**src/rtl/dii_pkg.sv**
```systemverilog
// Shared definitions for the debug interconnect (DII) ring: flit and address
// widths, packet type codes, FLAGS flit field positions, the packetizer state
// encoding, and helpers that build header flits.
package dii_pkg;

  localparam int DII_FLIT_WIDTH = 16;
  localparam int DII_ADDR_WIDTH = 10;

  localparam logic [1:0] TYPE_REG   = 2'd0;
  localparam logic [1:0] TYPE_PLAIN = 2'd1;
  localparam logic [1:0] TYPE_EVENT = 2'd2;

  // FLAGS flit: type in [15:14], subtype in [13:10], rest zero
  localparam int FLAGS_TYPE_LSB    = 14;
  localparam int FLAGS_SUBTYPE_LSB = 10;

  typedef enum logic [2:0] {
    ST_IDLE    = 3'd0,
    ST_DEST    = 3'd1,
    ST_SRC     = 3'd2,
    ST_FLAGS   = 3'd3,
    ST_PAYLOAD = 3'd4
  } pkt_state_t;

  function automatic logic [DII_FLIT_WIDTH-1:0] addr_flit(input logic [DII_ADDR_WIDTH-1:0] addr);
    addr_flit = {{(DII_FLIT_WIDTH-DII_ADDR_WIDTH){1'b0}}, addr};
  endfunction

  function automatic logic [DII_FLIT_WIDTH-1:0] flags_flit(input logic [1:0] typ,
                                                            input logic [3:0] subtype);
    flags_flit = '0;
    flags_flit[FLAGS_TYPE_LSB +: 2]    = typ;
    flags_flit[FLAGS_SUBTYPE_LSB +: 4] = subtype;
  endfunction

endpackage

```
**src/rtl/dii_channel.sv**
```systemverilog
// DII flit channel between a packet source (master) and a ring port (slave).
//   data  : 16-bit flit
//   last  : marks the final flit of a packet
//   valid : flit offered by master
//   ready : flit accepted by slave (transfer on valid & ready)
interface dii_channel;
  logic [15:0] data;
  logic        last;
  logic        valid;
  logic        ready;

  modport master (output data, output last, output valid, input ready);
  modport slave  (input data, input last, input valid, output ready);
endinterface

```
**src/rtl/osd_event_packetizer.sv**
```systemverilog
// Transmit end of a debug-ring port. Captures one module event and emits it
// as a DII packet: DEST, SRC, FLAGS header flits followed by payload flits.
// Ports:
//   clk, rst       clock; asynchronous active-high reset
//   id             own ring address (src field)
//   dest           destination address, sampled on capture
//   ev_type        packet type (dii_pkg TYPE_*)
//   ev_subtype     packet subtype
//   payload_words  payload flit count, saturated to MAX_PAYLOAD
//   payload        payload words, word k at [16k+:16], word 0 first
//   event_valid    event offered
//   event_ready    event accepted (IDLE and not in reset)
//   debug_out      DII master port towards the ring router local_in
//
// state      | meaning
// -----------+------------------------------------------------
// ST_IDLE    | no packet in flight, event_ready high
// ST_DEST    | destination flit presented
// ST_SRC     | source (own id) flit presented
// ST_FLAGS   | type/subtype flit presented, last if no payload
// ST_PAYLOAD | payload word r_idx presented
module osd_event_packetizer
  import dii_pkg::*;
#(
  parameter  int MAX_PKT_LEN = 8,
  localparam int MAX_PAYLOAD = MAX_PKT_LEN - 3,
  localparam int CW          = $clog2(MAX_PAYLOAD + 1)
) (
  input  logic                        clk,
  input  logic                        rst,
  input  logic [DII_ADDR_WIDTH-1:0]   id,
  input  logic [DII_ADDR_WIDTH-1:0]   dest,
  input  logic [1:0]                  ev_type,
  input  logic [3:0]                  ev_subtype,
  input  logic [CW-1:0]               payload_words,
  input  logic [16*MAX_PAYLOAD-1:0]   payload,
  input  logic                        event_valid,
  output logic                        event_ready,
  dii_channel.master                  debug_out
);

  localparam logic [CW-1:0] ONE     = CW'(1);
  localparam logic [CW-1:0] MAX_CNT = CW'(MAX_PAYLOAD);

  pkt_state_t                  r_state;
  pkt_state_t                  w_state_nxt;
  logic [DII_ADDR_WIDTH-1:0]   r_id;
  logic [1:0]                  r_type;
  logic [3:0]                  r_subtype;
  logic [16*MAX_PAYLOAD-1:0]   r_payload;
  logic [CW-1:0]               r_cnt;
  logic [CW-1:0]               r_idx;
  logic [DII_FLIT_WIDTH-1:0]   r_data;
  logic                        r_last;
  logic                        r_valid;

  logic                        w_capture;
  logic                        w_xfer;
  logic [CW-1:0]               w_cnt_sat;
  logic [CW-1:0]               w_idx_inc;
  logic [CW-1:0]               w_word_idx;
  logic [DII_FLIT_WIDTH-1:0]   w_word;
  logic [DII_FLIT_WIDTH-1:0]   w_data_nxt;
  logic                        w_last_nxt;
  logic                        w_valid_nxt;
  logic [CW-1:0]               w_idx_nxt;

  assign event_ready = (r_state == ST_IDLE) & ~rst;
  assign w_capture   = (r_state == ST_IDLE) & event_valid;
  assign w_xfer      = r_valid & debug_out.ready;
  assign w_cnt_sat   = (payload_words > MAX_CNT) ? MAX_CNT : payload_words;
  assign w_idx_inc   = r_idx + ONE;

  assign debug_out.data  = r_data;
  assign debug_out.last  = r_last;
  assign debug_out.valid = r_valid;

  // Word that becomes visible after the current flit is accepted: word 0
  // when leaving FLAGS, otherwise the one after r_idx. Looping over the
  // legal indices keeps the select in range even past the final word.
  assign w_word_idx = (r_state == ST_FLAGS) ? '0 : w_idx_inc;

  always_comb begin
    w_word = '0;
    for (int k = 0; k < MAX_PAYLOAD; k++) begin
      if (w_word_idx == CW'(k)) begin
        w_word = r_payload[16*k +: 16];
      end
    end
  end

  // Output flops are loaded with the flit of the next state, so valid/data/
  // last come straight from registers and hold while ready is low.
  always_comb begin
    w_state_nxt = r_state;
    w_data_nxt  = r_data;
    w_last_nxt  = r_last;
    w_valid_nxt = r_valid;
    w_idx_nxt   = r_idx;
    unique case (r_state)
      ST_IDLE: begin
        w_valid_nxt = 1'b0;
        w_last_nxt  = 1'b0;
        w_data_nxt  = '0;
        if (w_capture) begin
          w_state_nxt = ST_DEST;
          w_valid_nxt = 1'b1;
          w_data_nxt  = addr_flit(dest);
          w_idx_nxt   = '0;
        end
      end
      ST_DEST: begin
        if (w_xfer) begin
          w_state_nxt = ST_SRC;
          w_data_nxt  = addr_flit(r_id);
        end
      end
      ST_SRC: begin
        if (w_xfer) begin
          w_state_nxt = ST_FLAGS;
          w_data_nxt  = flags_flit(r_type, r_subtype);
          w_last_nxt  = (r_cnt == '0);
        end
      end
      ST_FLAGS: begin
        if (w_xfer) begin
          if (r_cnt == '0) begin
            w_state_nxt = ST_IDLE;
            w_valid_nxt = 1'b0;
            w_last_nxt  = 1'b0;
            w_data_nxt  = '0;
          end else begin
            w_state_nxt = ST_PAYLOAD;
            w_data_nxt  = w_word;
            w_last_nxt  = (r_cnt == ONE);
            w_idx_nxt   = '0;
          end
        end
      end
      ST_PAYLOAD: begin
        if (w_xfer) begin
          if (r_idx == r_cnt - ONE) begin
            w_state_nxt = ST_IDLE;
            w_valid_nxt = 1'b0;
            w_last_nxt  = 1'b0;
            w_data_nxt  = '0;
          end else begin
            w_data_nxt  = w_word;
            w_last_nxt  = (w_idx_inc == r_cnt - ONE);
            w_idx_nxt   = w_idx_inc;
          end
        end
      end
      default: begin
        w_state_nxt = ST_IDLE;
        w_valid_nxt = 1'b0;
        w_last_nxt  = 1'b0;
        w_data_nxt  = '0;
      end
    endcase
  end

  always_ff @(posedge clk or posedge rst) begin
    if (rst) begin
      r_state   <= ST_IDLE;
      r_data    <= '0;
      r_last    <= 1'b0;
      r_valid   <= 1'b0;
      r_idx     <= '0;
      r_id      <= '0;
      r_type    <= '0;
      r_subtype <= '0;
      r_payload <= '0;
      r_cnt     <= '0;
    end else begin
      r_state <= w_state_nxt;
      r_data  <= w_data_nxt;
      r_last  <= w_last_nxt;
      r_valid <= w_valid_nxt;
      r_idx   <= w_idx_nxt;
      if (w_capture) begin
        r_id      <= id;
        r_type    <= ev_type;
        r_subtype <= ev_subtype;
        r_payload <= payload;
        r_cnt     <= w_cnt_sat;
      end
    end
  end

endmodule

```
**src/flat_wrapper.sv**
```systemverilog
// flat-port wrapper written by rule: the top's interface ports become plain ports
module osd_event_packetizer_flat import dii_pkg::*;
#(
  parameter  int MAX_PKT_LEN = 8,
  localparam int MAX_PAYLOAD = MAX_PKT_LEN - 3,
  localparam int CW          = $clog2(MAX_PAYLOAD + 1)
)
  (clk, rst, id, dest, ev_type, ev_subtype, payload_words, payload, event_valid, event_ready, debug_out_data, debug_out_last, debug_out_valid, debug_out_ready);
  dii_channel debug_out_i ();
  input  logic clk;
  input  logic rst;
  input  logic [DII_ADDR_WIDTH-1:0] id;
  input  logic [DII_ADDR_WIDTH-1:0] dest;
  input  logic [1:0] ev_type;
  input  logic [3:0] ev_subtype;
  input  logic [CW-1:0] payload_words;
  input  logic [16*MAX_PAYLOAD-1:0] payload;
  input  logic event_valid;
  output logic event_ready;
  output wire logic [$bits(debug_out_i.data)-1:0] debug_out_data;
  output wire logic [$bits(debug_out_i.last)-1:0] debug_out_last;
  output wire logic [$bits(debug_out_i.valid)-1:0] debug_out_valid;
  input wire logic [$bits(debug_out_i.ready)-1:0] debug_out_ready;
  assign debug_out_data = debug_out_i.data;
  assign debug_out_last = debug_out_i.last;
  assign debug_out_valid = debug_out_i.valid;
  assign debug_out_i.ready = debug_out_ready;
  osd_event_packetizer #(.MAX_PKT_LEN(MAX_PKT_LEN)) u_core (.clk(clk), .rst(rst), .id(id), .dest(dest), .ev_type(ev_type), .ev_subtype(ev_subtype), .payload_words(payload_words), .payload(payload), .event_valid(event_valid), .event_ready(event_ready), .debug_out(debug_out_i));
endmodule
```
**config.mk**
```make
export PLATFORM = sky130hd
export DESIGN_NAME = osd_event_packetizer_flat
export DESIGN_NICKNAME = d
export VERILOG_FILES = /design/src/rtl/dii_pkg.sv /design/src/rtl/dii_channel.sv /design/src/rtl/osd_event_packetizer.sv /design/src/flat_wrapper.sv
export SDC_FILE = /design/constraint.sdc
export NUM_CORES = 1
export LEC_CHECK = 0
export CORE_ASPECT_RATIO = 0.75
export CORE_MARGIN = 8
export CORE_UTILIZATION = 46
export DETAILED_ROUTE_END_ITERATION = 10
export PLACE_DENSITY_LB_ADDON = 0.25
export SLEW_MARGIN = 20
export SYNTH_ARGS = -nofsm -noshare
export SYNTH_HDL_FRONTEND = slang
export SYNTH_SLANG_ARGS = --single-unit
```
**constraint.sdc**
```tcl
create_clock -name clk -period 4.2 [get_ports clk]
set_clock_uncertainty 0.15 [all_clocks]
set_input_delay 0.84 -clock clk [delete_from_list [all_inputs] [get_ports clk]]
set_output_delay 0.84 -clock clk [all_outputs]
set_load 0.01 [all_outputs]
```
==> flow_summary.toml <==
[sta]
final_hold_viol_count = 0
slew_headroom = 0.379
period_share = 0.740
max_freq_mhz = 322
rsz0062_at_grt = "false"
final.setup.worst_slack_ns = 1.09
fin_crit_ns = 3.11
whs_ns = 0.356
setup_viol = 0
finalSetupTns_ns = 0
tightest_slew_ns = 0.931
final_max_slew_viol_count = 0

[yosys]
yosys_register_bits = 123
syn_inst = 493
syn-num-nets = 610
synth_edf_count = 0
ys_seq_area_frac = 0.522
synthMuxAreaShare = 0.212
synth_top_family_by_area = "multiplexers"
synthAdderAreaFrac = 0.00849
synth_flop_cell = "dfrtp_1"
synthDistinctLibCells = 52
yosysWarnings = 0
postSynth.asyncResetShare = 1.00
netlist_area_um2 = 5890
synthSimpleGateAreaFrac = 0.0813
yosys.area_share.xor_xnor = 0.0155
synth_compound_area_frac = 0.126
syn_avg_cell_area_um2 = 12.0

[setup_path]
r2r-start = "u_core.r_idx[0]$_DFFE_PP0P_"
r2r-end = "u_core.debug_out.data[11]$_DFFE_PP0P_"
critPathKind = "flop to output pin"
critPathRequiredTime_ns = 3.21
startpoint = "u_core.r_state[0]$_DFFE_PP0P_"
cp_max_fo = 18
cp-start-kind = "flop"
worstPathArrival_ns = 2.12
ff2ff_path_depth = 5
rrSetupSlack_ns = 1.16
critPathCaptureType = "output pin"

[floorplan]
rows = 35
die-width_um = 147
dieArea_um2 = 16700
ios = 132
start_util = 0.476
coreArea_um2 = 12400
die_h_um = 114

[route]
dr_total_vias = 4491
vias_per_cell = 5.66
wl_mm = 16.5
ant_nets = 0
first_pass_iters = 5
wl_per_cell_um = 20.8
drt-initial-drc-count = 351
drc = 0

[pwr]
leakage_uw = 0.00323
vdd_drop_max_mv = 0.397
power_density_nw_per_um2 = 741

[clock_tree]
h-tree-depth = 4
cts_resized = 0
clk-insertion-delay-late_ns = 0.40
cts_root_buffer = "clkbuf_16"
clock_tree.buffer_depth = 2
cts_tree = "done"
ctsHoldBuffers = 0
cts.sinks = 123
numCtsBuffers = 17
clk_pin_slew_worst_paths_ns = 0.06
postCtsSetupRepairBufs = 0

[finish]
syn_to_final_growth_pct = 34.9
nNetsFinal = 732
diodes = 0
seq_area_um2 = 3080
multiInputGateArea_um2 = 2620
drive_gt1_frac = 0.237
fillerInstances = 949

[grt]
overflow = 0
grt_max_degree = 73
grt_pass1_vias = 4635
grt_pass1_wl_mm = 26.4
antenna_found_initial = 0
grtUsageTotal = 0.201

[place]
post-place-ws_ns = 1.13
io_buffers = 131
place_congestion = 0.828
hpwl_mm = 11.8

[hold_path]
holdPathEnd = "u_core.r_payload[71]$_DFFE_PP0P_"
hold_depth = 1
hold_start = "u_core.r_payload[71]$_DFFE_PP0P_"
hold_class = "flop to flop"

[outcome]
status = "finished, final reports clean"

[flow_run]
cap_violations = 0
-- cells in the mapped netlist, drive strengths merged, types with 5 or more instances --
master | n | area share
inv | 7 | 0.0045
a221o | 8 | 0.014
nand2 | 25 | 0.016
nand3 | 11 | 0.010
a31oi | 5 | 0.0079
nor3 | 6 | 0.0051
a22oi | 13 | 0.017
nor2 | 45 | 0.029
mux2i | 11 | 0.019
o221ai | 13 | 0.021
a21oi | 22 | 0.019
buf | 26 | 0.024
clkbuf | 9 | 0.0057
mux2 | 101 | 0.19
o21ai | 14 | 0.014
dfrtp | 123 | 0.52
-- state kept, by name (all words and copies together) (netlist names) --
name	flops
u_core.debug_out.data	16
u_core.debug_out.last	1
u_core.debug_out.valid	1
u_core.r_cnt	3
u_core.r_id	10
u_core.r_idx	3
u_core.r_payload	80
u_core.r_state	3
u_core.r_subtype	4
u_core.r_type	2
-- placed cells by master, fill, tap and decap left out, types with 4 or more instances in the layout --
master	count
clkdlybuf4s50_1	131
dfrtp_1	123
mux2_2	101
nor2_1	44
nand2_1	25
a21oi_1	22
clkbuf_16	17
a22oi_1	13
mux2i_1	11
o221ai_1	11
nand3_1	10
o21ai_0	8
a221o_1	8
inv_1	6
nor3_1	6
buf_4	6
o21ai_1	5
clkinvlp_4	5
xnor2_1	4
a222oi_1	4
a31oi_1	4
ha_1	4
bufinv_16	4
-- per-stage QoR --
step                      cells   util  total power, uW  area [um^2]
after floorplan             493      -             3570         5900
after global placement      762  0.590             4210         7310
after detailed placement    762  0.590             4290         7310
after CTS                   794  0.642             5900         7950
after global routing        794  0.642             6220         7950
final                       794  0.642             5890         7950
-- power by group --
part,switching [uW],internal (uW)
registers,435,1770
logic,992,1120
clock network,549,1030
-- how the worst max path moves through the flow --
stage,end,slack (ns),depth (start not counted)
after floorplan,u_core.debug_out.data[0]$_DFFE_PP0P_,1.70,1
after global placement,u_core.r_payload[61]$_DFFE_PP0P_,1.19,4
after detailed placement,u_core.r_payload[63]$_DFFE_PP0P_,1.13,4
after CTS,event_ready,1.09,3
after global routing,u_core.debug_out.data[11]$_DFFE_PP0P_,0.94,5
final,event_ready,1.09,3
-- metal layers --
metal	up-vias	wire length [um]	track usage
met3	15	1290	0.0672
met5	-	0	0
met2	191	6940	0.286
met4	0	145	0.0452
met1	2227	8120	0.289
li1	2058	-	-
-- cells by family after synthesis --
group,count (synthesis)
compound gates,99
xor+xnor,8
fa+ha+maj,4
buf+inv,42
flops,123
mux,112
simple gates,105
-- final cells by class --
| cell class | instances | area share |
|---|---|---|
| Clock inverter | 13 | 0.0239 |
| Clock buffer | 19 | 0.0570 |
| Tap cell | 166 | 0.0261 |
| Inverter | 7 | 0.00378 |
| Multi-Input combinational cell | 328 | 0.329 |
| Timing Repair Buffer | 138 | 0.173 |
| Sequential cell | 123 | 0.387 |
-- critical path, cell delays in order, from the launching register on --
cell,delay (ns)
dfrtp_1,0.58
or3_1,0.49
nor2_1,0.10
clkdlybuf4s50_1,0.54
(Power assumes the default switching activity.)
